**src/rtl/fifo_queue_pkg.sv**
```systemverilog
// fifo_queue_pkg
// Shared definitions for the 16-deep FIFO and its testbenches.
//   DATA_WIDTH_DEF / ADDR_WIDTH_DEF : default word and pointer widths
//   DEPTH                           : number of storage entries (2**ADDR_WIDTH_DEF)
//   occ_state_t                     : occupancy encoding (EMPTY/PARTIAL/FULL), also used
//                                     by the LIFO stack's bench for coverage
package fifo_queue_pkg;

   localparam int DATA_WIDTH_DEF = 8;
   localparam int ADDR_WIDTH_DEF = 4;
   localparam int DEPTH          = 2 ** ADDR_WIDTH_DEF;

   typedef enum logic [1:0] {
      OCC_EMPTY   = 2'd0,
      OCC_PARTIAL = 2'd1,
      OCC_FULL    = 2'd2
   } occ_state_t;

endpackage

```
**src/rtl/fifo_queue_if.sv**
```systemverilog
// fifo_queue_if
// Bundles the FIFO's producer/consumer signals.
//   push, pop, data_in                  : requests from the user (master side)
//   data_out, data_valid                : registered read result, valid pulse
//   full, empty, count, error           : status
//   occ_state                           : debug view of the occupancy state machine
//
// Handshake: push and pop are single-cycle requests sampled on the rising edge.
// A push is taken when not full (or when a pop is taken the same cycle); a pop is
// taken when not empty. A taken pop returns its word on data_out one edge later,
// marked by a one-cycle data_valid pulse. Rejected requests set the sticky error.
interface fifo_queue_if
   import fifo_queue_pkg::*;
#(
   parameter int DATA_WIDTH = DATA_WIDTH_DEF,
   parameter int ADDR_WIDTH = ADDR_WIDTH_DEF
);

   logic                  push;
   logic                  pop;
   logic [DATA_WIDTH-1:0] data_in;
   logic [DATA_WIDTH-1:0] data_out;
   logic                  data_valid;
   logic                  full;
   logic                  empty;
   logic [ADDR_WIDTH:0]   count;
   logic                  error;
   occ_state_t            occ_state;

   modport master (
      output push, pop, data_in,
      input  data_out, data_valid, full, empty, count, error, occ_state
   );

   modport slave (
      input  push, pop, data_in,
      output data_out, data_valid, full, empty, count, error, occ_state
   );

endinterface

```
**src/rtl/fifo_queue_ram.sv**
```systemverilog
// fifo_queue_ram
// 2**ADDR_WIDTH x DATA_WIDTH register file with one synchronous write port and
// one registered read port. The array itself is never reset; only the read
// register is cleared so the FIFO's data_out starts at zero.
//   clk, rst            : clock, synchronous active-high reset (read register only)
//   we, waddr, wdata    : write port
//   re, raddr, rdata    : read port; rdata updates the edge after re, else holds
module fifo_queue_ram #(
   parameter int DATA_WIDTH = 8,
   parameter int ADDR_WIDTH = 4
) (
   input  logic                  clk,
   input  logic                  rst,
   input  logic                  we,
   input  logic [ADDR_WIDTH-1:0] waddr,
   input  logic [DATA_WIDTH-1:0] wdata,
   input  logic                  re,
   input  logic [ADDR_WIDTH-1:0] raddr,
   output logic [DATA_WIDTH-1:0] rdata
);

   logic [DATA_WIDTH-1:0] mem [2**ADDR_WIDTH];

   always_ff @(posedge clk) begin
      if (we) begin
         mem[waddr] <= wdata;
      end
   end

   // A read and write to the same address in one cycle returns the old word,
   // which is what a full FIFO doing push+pop needs.
   always_ff @(posedge clk) begin
      if (rst) begin
         rdata <= '0;
      end else if (re) begin
         rdata <= mem[raddr];
      end
   end

endmodule

```
**src/rtl/fifo_queue.sv**
```systemverilog
// fifo_queue
// 16-deep, 8-bit FIFO: written at the tail, read from the head, with occupancy
// status and a sticky overflow/underflow error flag. Single clock domain.
//   clk   : rising-edge clock
//   reset : synchronous, active-high; dominates push/pop
//   bus   : fifo_queue_if slave (push/pop/data_in in; data_out, data_valid,
//           full, empty, count, error, occ_state out)
module fifo_queue
   import fifo_queue_pkg::*;
#(
   parameter int DATA_WIDTH = DATA_WIDTH_DEF,
   parameter int ADDR_WIDTH = ADDR_WIDTH_DEF
) (
   input  logic         clk,
   input  logic         reset,
   fifo_queue_if.slave  bus
);

   localparam logic [ADDR_WIDTH:0] COUNT_FULL = (ADDR_WIDTH + 1)'(2 ** ADDR_WIDTH);

   logic [ADDR_WIDTH-1:0] wr_ptr;
   logic [ADDR_WIDTH-1:0] rd_ptr;
   logic [ADDR_WIDTH:0]   count_q;
   logic [ADDR_WIDTH:0]   count_d;
   logic                  data_valid_q;
   logic                  error_q;
   logic                  full_w;
   logic                  empty_w;
   logic                  pop_ok;
   logic                  push_ok;
   logic                  overflow;
   logic                  underflow;
   occ_state_t            state_q;
   occ_state_t            state_d;

   // Status comes from the registered count, never from pointer equality.
   assign full_w  = (count_q == COUNT_FULL);
   assign empty_w = (count_q == '0);

   // A pop frees a slot in the same cycle, so a full FIFO may accept push+pop.
   // An empty FIFO never forwards the pushed word to a simultaneous pop.
   assign pop_ok    = bus.pop && !empty_w;
   assign push_ok   = bus.push && (!full_w || pop_ok);
   assign overflow  = bus.push && full_w && !pop_ok;
   assign underflow = bus.pop && empty_w;

   always_comb begin
      count_d = count_q;
      case ({push_ok, pop_ok})
         2'b10:   count_d = count_q + 1'b1;
         2'b01:   count_d = count_q - 1'b1;
         default: count_d = count_q;
      endcase
   end

   fifo_queue_ram #(
      .DATA_WIDTH (DATA_WIDTH),
      .ADDR_WIDTH (ADDR_WIDTH)
   ) u_ram (
      .clk   (clk),
      .rst   (reset),
      .we    (push_ok && !reset),
      .waddr (wr_ptr),
      .wdata (bus.data_in),
      .re    (pop_ok && !reset),
      .raddr (rd_ptr),
      .rdata (bus.data_out)
   );

   always_ff @(posedge clk) begin
      if (reset) begin
         wr_ptr       <= '0;
         rd_ptr       <= '0;
         count_q      <= '0;
         data_valid_q <= 1'b0;
         error_q      <= 1'b0;
      end else begin
         if (push_ok) begin
            wr_ptr <= wr_ptr + 1'b1;
         end
         if (pop_ok) begin
            rd_ptr <= rd_ptr + 1'b1;
         end
         count_q      <= count_d;
         data_valid_q <= pop_ok;
         if (overflow || underflow) begin
            error_q <= 1'b1;
         end
      end
   end

   // Occupancy state machine: tracks the same information as count in
   // three coarse states for coverage; EMPTY and FULL never connect directly.
   always_ff @(posedge clk) begin
      if (reset) begin
         state_q <= OCC_EMPTY;
      end else begin
         state_q <= state_d;
      end
   end

   always_comb begin
      state_d = state_q;
      case (state_q)
         OCC_EMPTY: begin
            if (push_ok) begin
               state_d = OCC_PARTIAL;
            end
         end
         OCC_PARTIAL: begin
            if (count_d == COUNT_FULL) begin
               state_d = OCC_FULL;
            end else if (count_d == '0) begin
               state_d = OCC_EMPTY;
            end
         end
         OCC_FULL: begin
            if (pop_ok && !push_ok) begin
               state_d = OCC_PARTIAL;
            end
         end
         default: state_d = OCC_EMPTY;
      endcase
   end

   assign bus.data_valid = data_valid_q;
   assign bus.full       = full_w;
   assign bus.empty      = empty_w;
   assign bus.count      = count_q;
   assign bus.error      = error_q;
   assign bus.occ_state  = state_q;

endmodule

```
**src/flat_wrapper.sv**
```systemverilog
// flat-port wrapper written by rule: the top's interface ports become plain ports
module fifo_queue_flat import fifo_queue_pkg::*;
#(
   parameter int DATA_WIDTH = DATA_WIDTH_DEF,
   parameter int ADDR_WIDTH = ADDR_WIDTH_DEF
)
  (clk, reset, bus_push, bus_pop, bus_data_in, bus_data_out, bus_data_valid, bus_full, bus_empty, bus_count, bus_error, bus_occ_state);
  fifo_queue_if #(.DATA_WIDTH(DATA_WIDTH), .ADDR_WIDTH(ADDR_WIDTH)) bus_i ();
  input  logic clk;
  input  logic reset;
  input wire logic [$bits(bus_i.push)-1:0] bus_push;
  input wire logic [$bits(bus_i.pop)-1:0] bus_pop;
  input wire logic [$bits(bus_i.data_in)-1:0] bus_data_in;
  output wire logic [$bits(bus_i.data_out)-1:0] bus_data_out;
  output wire logic [$bits(bus_i.data_valid)-1:0] bus_data_valid;
  output wire logic [$bits(bus_i.full)-1:0] bus_full;
  output wire logic [$bits(bus_i.empty)-1:0] bus_empty;
  output wire logic [$bits(bus_i.count)-1:0] bus_count;
  output wire logic [$bits(bus_i.error)-1:0] bus_error;
  output wire logic [$bits(bus_i.occ_state)-1:0] bus_occ_state;
  assign bus_i.push = bus_push;
  assign bus_i.pop = bus_pop;
  assign bus_i.data_in = bus_data_in;
  assign bus_data_out = bus_i.data_out;
  assign bus_data_valid = bus_i.data_valid;
  assign bus_full = bus_i.full;
  assign bus_empty = bus_i.empty;
  assign bus_count = bus_i.count;
  assign bus_error = bus_i.error;
  assign bus_occ_state = bus_i.occ_state;
  fifo_queue #(.DATA_WIDTH(DATA_WIDTH), .ADDR_WIDTH(ADDR_WIDTH)) u_core (.clk(clk), .reset(reset), .bus(bus_i));
endmodule
```
**config.mk**
```make
export PLATFORM = sky130hd
export DESIGN_NAME = fifo_queue_flat
export DESIGN_NICKNAME = d
export VERILOG_FILES = /design/src/rtl/fifo_queue_pkg.sv /design/src/rtl/fifo_queue_if.sv /design/src/rtl/fifo_queue_ram.sv /design/src/rtl/fifo_queue.sv /design/src/flat_wrapper.sv
export SDC_FILE = /design/constraint.sdc
export NUM_CORES = 1
export LEC_CHECK = 0
export BUFFER_PORTS_ARGS = -buffer_cell sky130_fd_sc_hd__buf_2
export CAP_MARGIN = 20
export CORE_MARGIN = 2
export CORE_UTILIZATION = 55
export CTS_BUF_LIST = sky130_fd_sc_hd__clkbuf_4 sky130_fd_sc_hd__clkbuf_8 sky130_fd_sc_hd__clkbuf_16
export CTS_CLUSTER_DIAMETER = 150
export DETAILED_ROUTE_END_ITERATION = 16
export GPL_TIMING_DRIVEN = 0
export PLACE_DENSITY_LB_ADDON = 0.05
export SYNTH_ARGS = -nofsm -noshare
export SYNTH_HDL_FRONTEND = slang
export SYNTH_SLANG_ARGS = --single-unit
```
**constraint.sdc**
```tcl
create_clock -name clk -period 6 [get_ports clk]
set_input_delay 1.2 -clock clk [delete_from_list [all_inputs] [get_ports clk]]
set_output_delay 1.2 -clock clk [all_outputs]
set_load 0.005 [all_outputs]
```
==> flow_summary.ini, run 1 <==
[timing]
setup_violations = 0
period_needed_ns = 3.19
slew_violations = 0
hold_slack_ns = 0.450
finalHoldViolations = 0
tightest_slew_ns = 0.857
setup_tns_ns = 0
fmax_mhz = 313
slew_headroom_pct = 42.6
skew_ns = 0.0186
rsz0062_at_grt = false
fin_crit_sh_pct = 53.2

[floorplan]
placeableCoreArea_mm2 = 0.0114
dieWidth_um = 112
start_util_pct = 56.2
rows = 39
ioPinCount = 31
die_h_um = 112
die-area_mm2 = 0.0125

[worst_setup_path]
cp_data_required_time_ns = 6.32
arrival_ns = 3.51
path_class = primary input to flop
cp_top_family = compound AO/OA/AOI/OAI gates
path_common_cell = a21oi_1
worst-path-max-fanout = 10
path_cells = buf_2, clkbuf_1, nand2b_1, a211oi_1, a21o_1, ha_1, nor4b_1, a21oi_1, a21oi_1, nor3_2, a32o_1
crit_buf_inv = 2
slowest_stage = nor4b_1
crit_path_start_kind = primary input
cp_slowest_stage_delay_ns = 0.41
endpoint_kind = flop

[logic_synthesis]
synth_flop_cell = edfxtp_1
synthCells = 369
synthDistinctLibCells = 49
synth_top_area_share_pct = 60.2
synth-seq-cells = 153
yosys_warnings = 0
netlist_area_mm2 = 0.00638
synth_edf_count = 128
synth.area.top_cells = edfxtp_1, dfxtp_1, mux4_1
ys_async_sr_fraction_pct = 0
syn_nets = 388
avgSynthCellArea_um2 = 17.3
ys_seq_area_share_pct = 68.0
synth_top_area_cell = edfxtp_1

[clocking]
clockRootBuffer = clkbuf_16
cts-htree-levels = 4
clk_path_buf_depth = 2
clock-sinks = 153
cts_tree = yes
cts_resized = 0
cts-hold-fix-buffers = 0
cts_made_buffers = 17
clkSlewWorstSetupHoldPaths_ns = 0.06
cts_setup_buffers = 0
clk_latency_ns = 0.43

[place]
hpwl_um = 8550
portBuffers = 30
gp_congestion = 0.844

[routing]
first_pass_iters = 4
viasPerCell = 5.90
ant_nets = 0
drcViolationCount = 0
wl_per_cell_um = 21.8
drt_iter0_markers = 345
route.vias.total = 3385
routed_wl_um = 12500

[cells_and_area]
drive_above_1_share_pct = 22.5
multi_input_area_mm2 = 0.00189
seqCellArea_mm2 = 0.00434
n_fill_cell = 805
antennaDiodeCount = 0
area_delta_synth_final_pct = 14.7
final_nets = 437
fin_util_pct = 64.4

[global_route]
grt.met2_usage_pct = 34.0
grt_busiest_layer = met2
grt_pass1_vias = 3434
use_met1_pct = 30.5
antenna_found_initial = 0
grt_max_degree = 17
track_usage_pct = 22.2
grt_util_met3_pct = 5.61
grt_pass1_wl_um = 19900
grt_overflow = 0

[min_path]
hp-class = flop to flop

[power]
peakVddDrop_v = 0.000258
power_leakage_nw = 2.48
powerDensity_mw_per_mm2 = 427
finalPower_mw = 3.13

[status]
status = finished clean

[run]
maxCapViolations = 0
metal layers:
metal | routed length, µm | part of all wire [%]
met4 | 250 | 2.0
met5 | 0 | 0
met3 | 904 | 7.2
met1 | 5230 | 42
met2 | 6140 | 49
worst reg2reg max path: stages (launching register included):
cell	delay, ns
dfxtp_1	0.38
or3_1	0.46
nor3_4	0.27
nand2b_1	0.22
inv_1	0.10
ha_1	0.37
or3b_2	0.49
nand4_1	0.10
a221oi_1	0.09
nor3_2	0.32
a32o_1	0.21
sequential cells by signal, summed over array words and instances, names as in the netlist:
register,flops
u_core.bus.data_valid,1
u_core.wr_ptr,4
u_core.bus.occ_state,2
u_core.bus.count,5
u_core.rd_ptr,4
u_core.u_ram.mem,128
u_core.u_ram.rdata,8
u_core.bus.error,1
metrics by stage:
step / instances / area, µm² / worst slack (ns)
3_5_place_dp: 542 / 6710 / 2.42
3_3_place_gp: 542 / 6710 / 2.41
4_1_cts: 574 / 7320 / 2.86
6_report: 574 / 7320 / 2.81
5_1_grt: 574 / 7320 / 2.53
2_1_floorplan: 369 / 6380 / 2.91
synthesized netlist by cell type, types with 3 or more instances:
master,instances
nor2_1,34
mux4_1,19
mux4_2,21
nand2_1,23
nor2b_1,6
xnor2_1,3
xor2_1,5
ha_1,7
or3b_2,3
buf_2,4
clkbuf_1,9
inv_1,6
edfxtp_1,128
nand4_1,4
a21o_1,3
a21oi_1,19
dfxtp_1,25
nand2b_1,7
o21ai_0,3
where the power goes:
group | total (mW) | internal, mW | switching, mW
Combinational | 0.778 | 0.373 | 0.404
Sequential | 1.26 | 1.21 | 0.0508
Clock | 1.09 | 0.706 | 0.384
Total | 3.13 | 2.29 | 0.839
cells by family after synthesis:
logic type / Yosys count / share of synthesized area (%)
flops: 153 / 68.0
simple gates: 92 / 7.43
compound gates: 42 / 4.33
mux: 41 / 15.4
buf+inv: 26 / 2.33
xor+xnor: 8 / 1.10
fa+ha+maj: 7 / 1.37
layout make-up:
type                            instances  area share [%]
Buffer                                 20            1.73
Clock buffer                           21            6.22
Clock inverter                         11            2.08
Inverter                                6           0.308
Multi-Input combinational cell        190            25.8
Sequential cell                       153            59.3
Tap cell                              143            2.44
Timing Repair Buffer                   30            2.05
placed cells by master, fill, tap and decap left out, types with 2 or more instances in the layout:
cell type	Yosys	layout
edfxtp_1	128	128
nor2_1	34	34
buf_2	4	34
dfxtp_1	25	25
nand2_1	23	23
mux4_2	21	21
a21oi_1	19	19
mux4_1	19	19
clkbuf_16	0	17
clkbuf_1	9	9
nand2b_1	7	7
ha_1	7	7
inv_1	6	6
nor2b_1	6	6
xor2_1	5	5
nand4_1	4	4
clkbuf_4	0	4
bufinv_16	0	4
clkinv_1	0	4
a21o_1	3	3
or3b_2	3	3
o21ai_0	3	3
xnor2_1	3	3
or3_1	2	2
a211oi_1	2	2
nand3b_1	2	2
nand3_1	2	2
buf_6	2	2
buf_1	2	2
o41ai_1	2	2
o2111ai_1	2	2
a32oi_1	2	2
a31oi_1	2	2
clkinv_2	0	2
path summary, 6_finish.rpt:
kind,start,end,slack (ns),depth (start not counted)
worst max-delay path,bus_push,u_core.bus.occ_state[1]$_SDFFE_PP0P_,2.81,11
worst min-delay path,u_core.u_ram.rdata[2]$_SDFFE_PP0P_,u_core.u_ram.rdata[2]$_SDFFE_PP0P_,0.45,2
worst max register to register,u_core.bus.count[4]$_SDFF_PP0_,u_core.bus.occ_state[1]$_SDFFE_PP0P_,2.94,10
worst min register to register,u_core.u_ram.rdata[2]$_SDFFE_PP0P_,u_core.u_ram.rdata[2]$_SDFFE_PP0P_,0.45,2
No activity file was read; power rests on OpenSTA's default activity.
==> run 2: changes to the inputs <==
==> constraint.sdc (replaced) <==
create_clock -name clk -period 3.1 [get_ports clk]
set_input_delay 0.62 -clock clk [delete_from_list [all_inputs] [get_ports clk]]
set_output_delay 0.62 -clock clk [all_outputs]
set_load 0.005 [all_outputs]
==> run 2 against run 1 <==
Compared with the run above:
- clock skew shrank 0.0067 ns
- die area unchanged
- critical path depth down 1
- register-to-register slack got worse by 2.8 ns
- wire length rose by 0.86%
- largest power group unchanged
- highest routed layer unchanged
==> flow_summary.ini, run 2 (synthesis results as in run 1) <==
[status]
status = finished clean

[floorplan]
rows = 39
start_util_pct = 56.2
die_h_um = 112
dieWidth_um = 112
ioPinCount = 31
die-area_mm2 = 0.0125
placeableCoreArea_mm2 = 0.0114

[clocking]
clockRootBuffer = clkbuf_16
clk_path_buf_depth = 2
cts_made_buffers = 17
clock-sinks = 153
cts_tree = yes
cts-htree-levels = 4
clkSlewWorstSetupHoldPaths_ns = 0.06
clk_latency_ns = 0.42
cts-hold-fix-buffers = 0

[routing]
drt_iter0_markers = 324
routed_wl_um = 12600
route.vias.total = 3389
drcViolationCount = 0
wl_per_cell_um = 22.0
first_pass_iters = 4
ant_nets = 0
viasPerCell = 5.89

[global_route]
grt_max_degree = 17
grt_pass1_wl_um = 19900
antenna_found_initial = 0
track_usage_pct = 22.2
grt_pass1_vias = 3434
grt_overflow = 0

[cells_and_area]
drive_above_1_share_pct = 22.9
area_delta_synth_final_pct = 14.8
largest-register = u_core.u_ram.mem
final_nets = 438
most-common-layout-cells = edfxtp_1, nor2_1, buf_2, dfxtp_1, nand2_1
design_area_mm2 = 0.00733
largest_reg_flops = 128
antennaDiodeCount = 0
final_common_cell = edfxtp_1

[power]
powerDensity_mw_per_mm2 = 831
power_leakage_nw = 2.48
finalPower_mw = 6.09
peakVddDrop_v = 0.000555

[worst_setup_path]
cp_data_required_time_ns = 3.47
path_class = flop to flop
ff2ff_path_depth = 10
crit_path_start_kind = flop
crit_start = u_core.bus.count[4]$_SDFF_PP0_
arrival_ns = 3.31
worst-path-max-fanout = 8
endpoint_kind = flop
path_cells = or3_1, nor3_4, nand2b_1, inv_1, ha_2, or3b_2, nand4_1, a221oi_1, nor3_2, a32o_1
r2r_slack_ns = 0.16
r2r_start = u_core.bus.count[4]$_SDFF_PP0_
cp_slowest_stage_delay_ns = 0.48
rr_endpoint = u_core.bus.occ_state[1]$_SDFFE_PP0P_
endpoint = u_core.bus.occ_state[1]$_SDFFE_PP0P_
slowest_stage = or3b_2

[timing]
hold_slack_ns = 0.450
tightest_slew_ns = 0.861
slew_violations = 0
setup_tns_ns = 0
fin_crit_sh_pct = 94.9
setup_slack_ns = 0.159
finalHoldViolations = 0
skew_ns = 0.0119
slew_headroom_pct = 42.4
fmax_mhz = 340
period_needed_ns = 2.94
setup_violations = 0
rsz0062_at_grt = false

[min_path]
hp-class = flop to flop

[run]
maxCapViolations = 0

[place]
dpl_cell_area_mm2 = 0.00671
hpwl_um = 8550
dp_slack_ns = 0.0837
portBuffers = 30
gp_congestion = 0.844
==> run 2: stage by stage <==
step	util, %	instances
floorplan	-	369
global placement	59.1	542
detailed placement	59.1	542
CTS	64.4	574
global route	64.5	575
finish	64.5	575
==> run 2: power by group <==
| part | leakage (nW) | internal [mW] | switching [mW] |
|---|---|---|---|
| Clock | 0.299 | 1.37 | 0.748 |
| Combinational | 0.824 | 0.749 | 0.790 |
| Sequential | 1.36 | 2.34 | 0.100 |
| Total | 2.48 | 4.45 | 1.64 |
==> run 2: layer usage <==
metal  part of all wire, %  track usage, %  vias to the layer above
met2                    49            34.0                      109
met5                     0               0                        -
met1                    42            30.5                     1682
met4                   2.2            10.3                        0
li1                      -               -                     1576
met3                   7.1            5.61                       22
==> run 2: critical path: cells and delay by family, from the launching register on <==
family / cells / cell delay [ns]
AND/OR/NAND/NOR: 6 / 1.78
AO/OA/AOI/OAI: 2 / 0.30
adder cells (fa/ha/maj): 1 / 0.32
flip-flops: 1 / 0.39
buffers and inverters: 1 / 0.10
==> run 2: cell type report <==
type,instances,area (µm²)
multi-input combinational,190,1890
clock buffer,21,455
sequential,153,4340
timing repair buffer,31,158
fill,805,4040
buffer,20,126
clock inverter,11,153
tap,143,179
inverter,6,22.5
==> run 2: timing repair <==
action	CTS	global route
endpoints found under the setup margin	0	2
buffers inserted	0	1
gates resized for setup	0	1
==> run 2: worst min path at each step <==
stage,startpoint,end,slack [ns],cells past startpoint
after floorplan,u_core.u_ram.rdata[0]$_SDFFE_PP0P_,u_core.u_ram.rdata[0]$_SDFFE_PP0P_,0.45,2
after global placement,u_core.u_ram.rdata[3]$_SDFFE_PP0P_,u_core.u_ram.rdata[3]$_SDFFE_PP0P_,0.44,2
after detailed placement,u_core.u_ram.rdata[6]$_SDFFE_PP0P_,u_core.u_ram.rdata[6]$_SDFFE_PP0P_,0.45,2
after CTS,u_core.u_ram.rdata[6]$_SDFFE_PP0P_,u_core.u_ram.rdata[6]$_SDFFE_PP0P_,0.45,2
after global routing,u_core.u_ram.rdata[6]$_SDFFE_PP0P_,u_core.u_ram.rdata[6]$_SDFFE_PP0P_,0.47,2
final,u_core.u_ram.rdata[2]$_SDFFE_PP0P_,u_core.u_ram.rdata[2]$_SDFFE_PP0P_,0.45,2
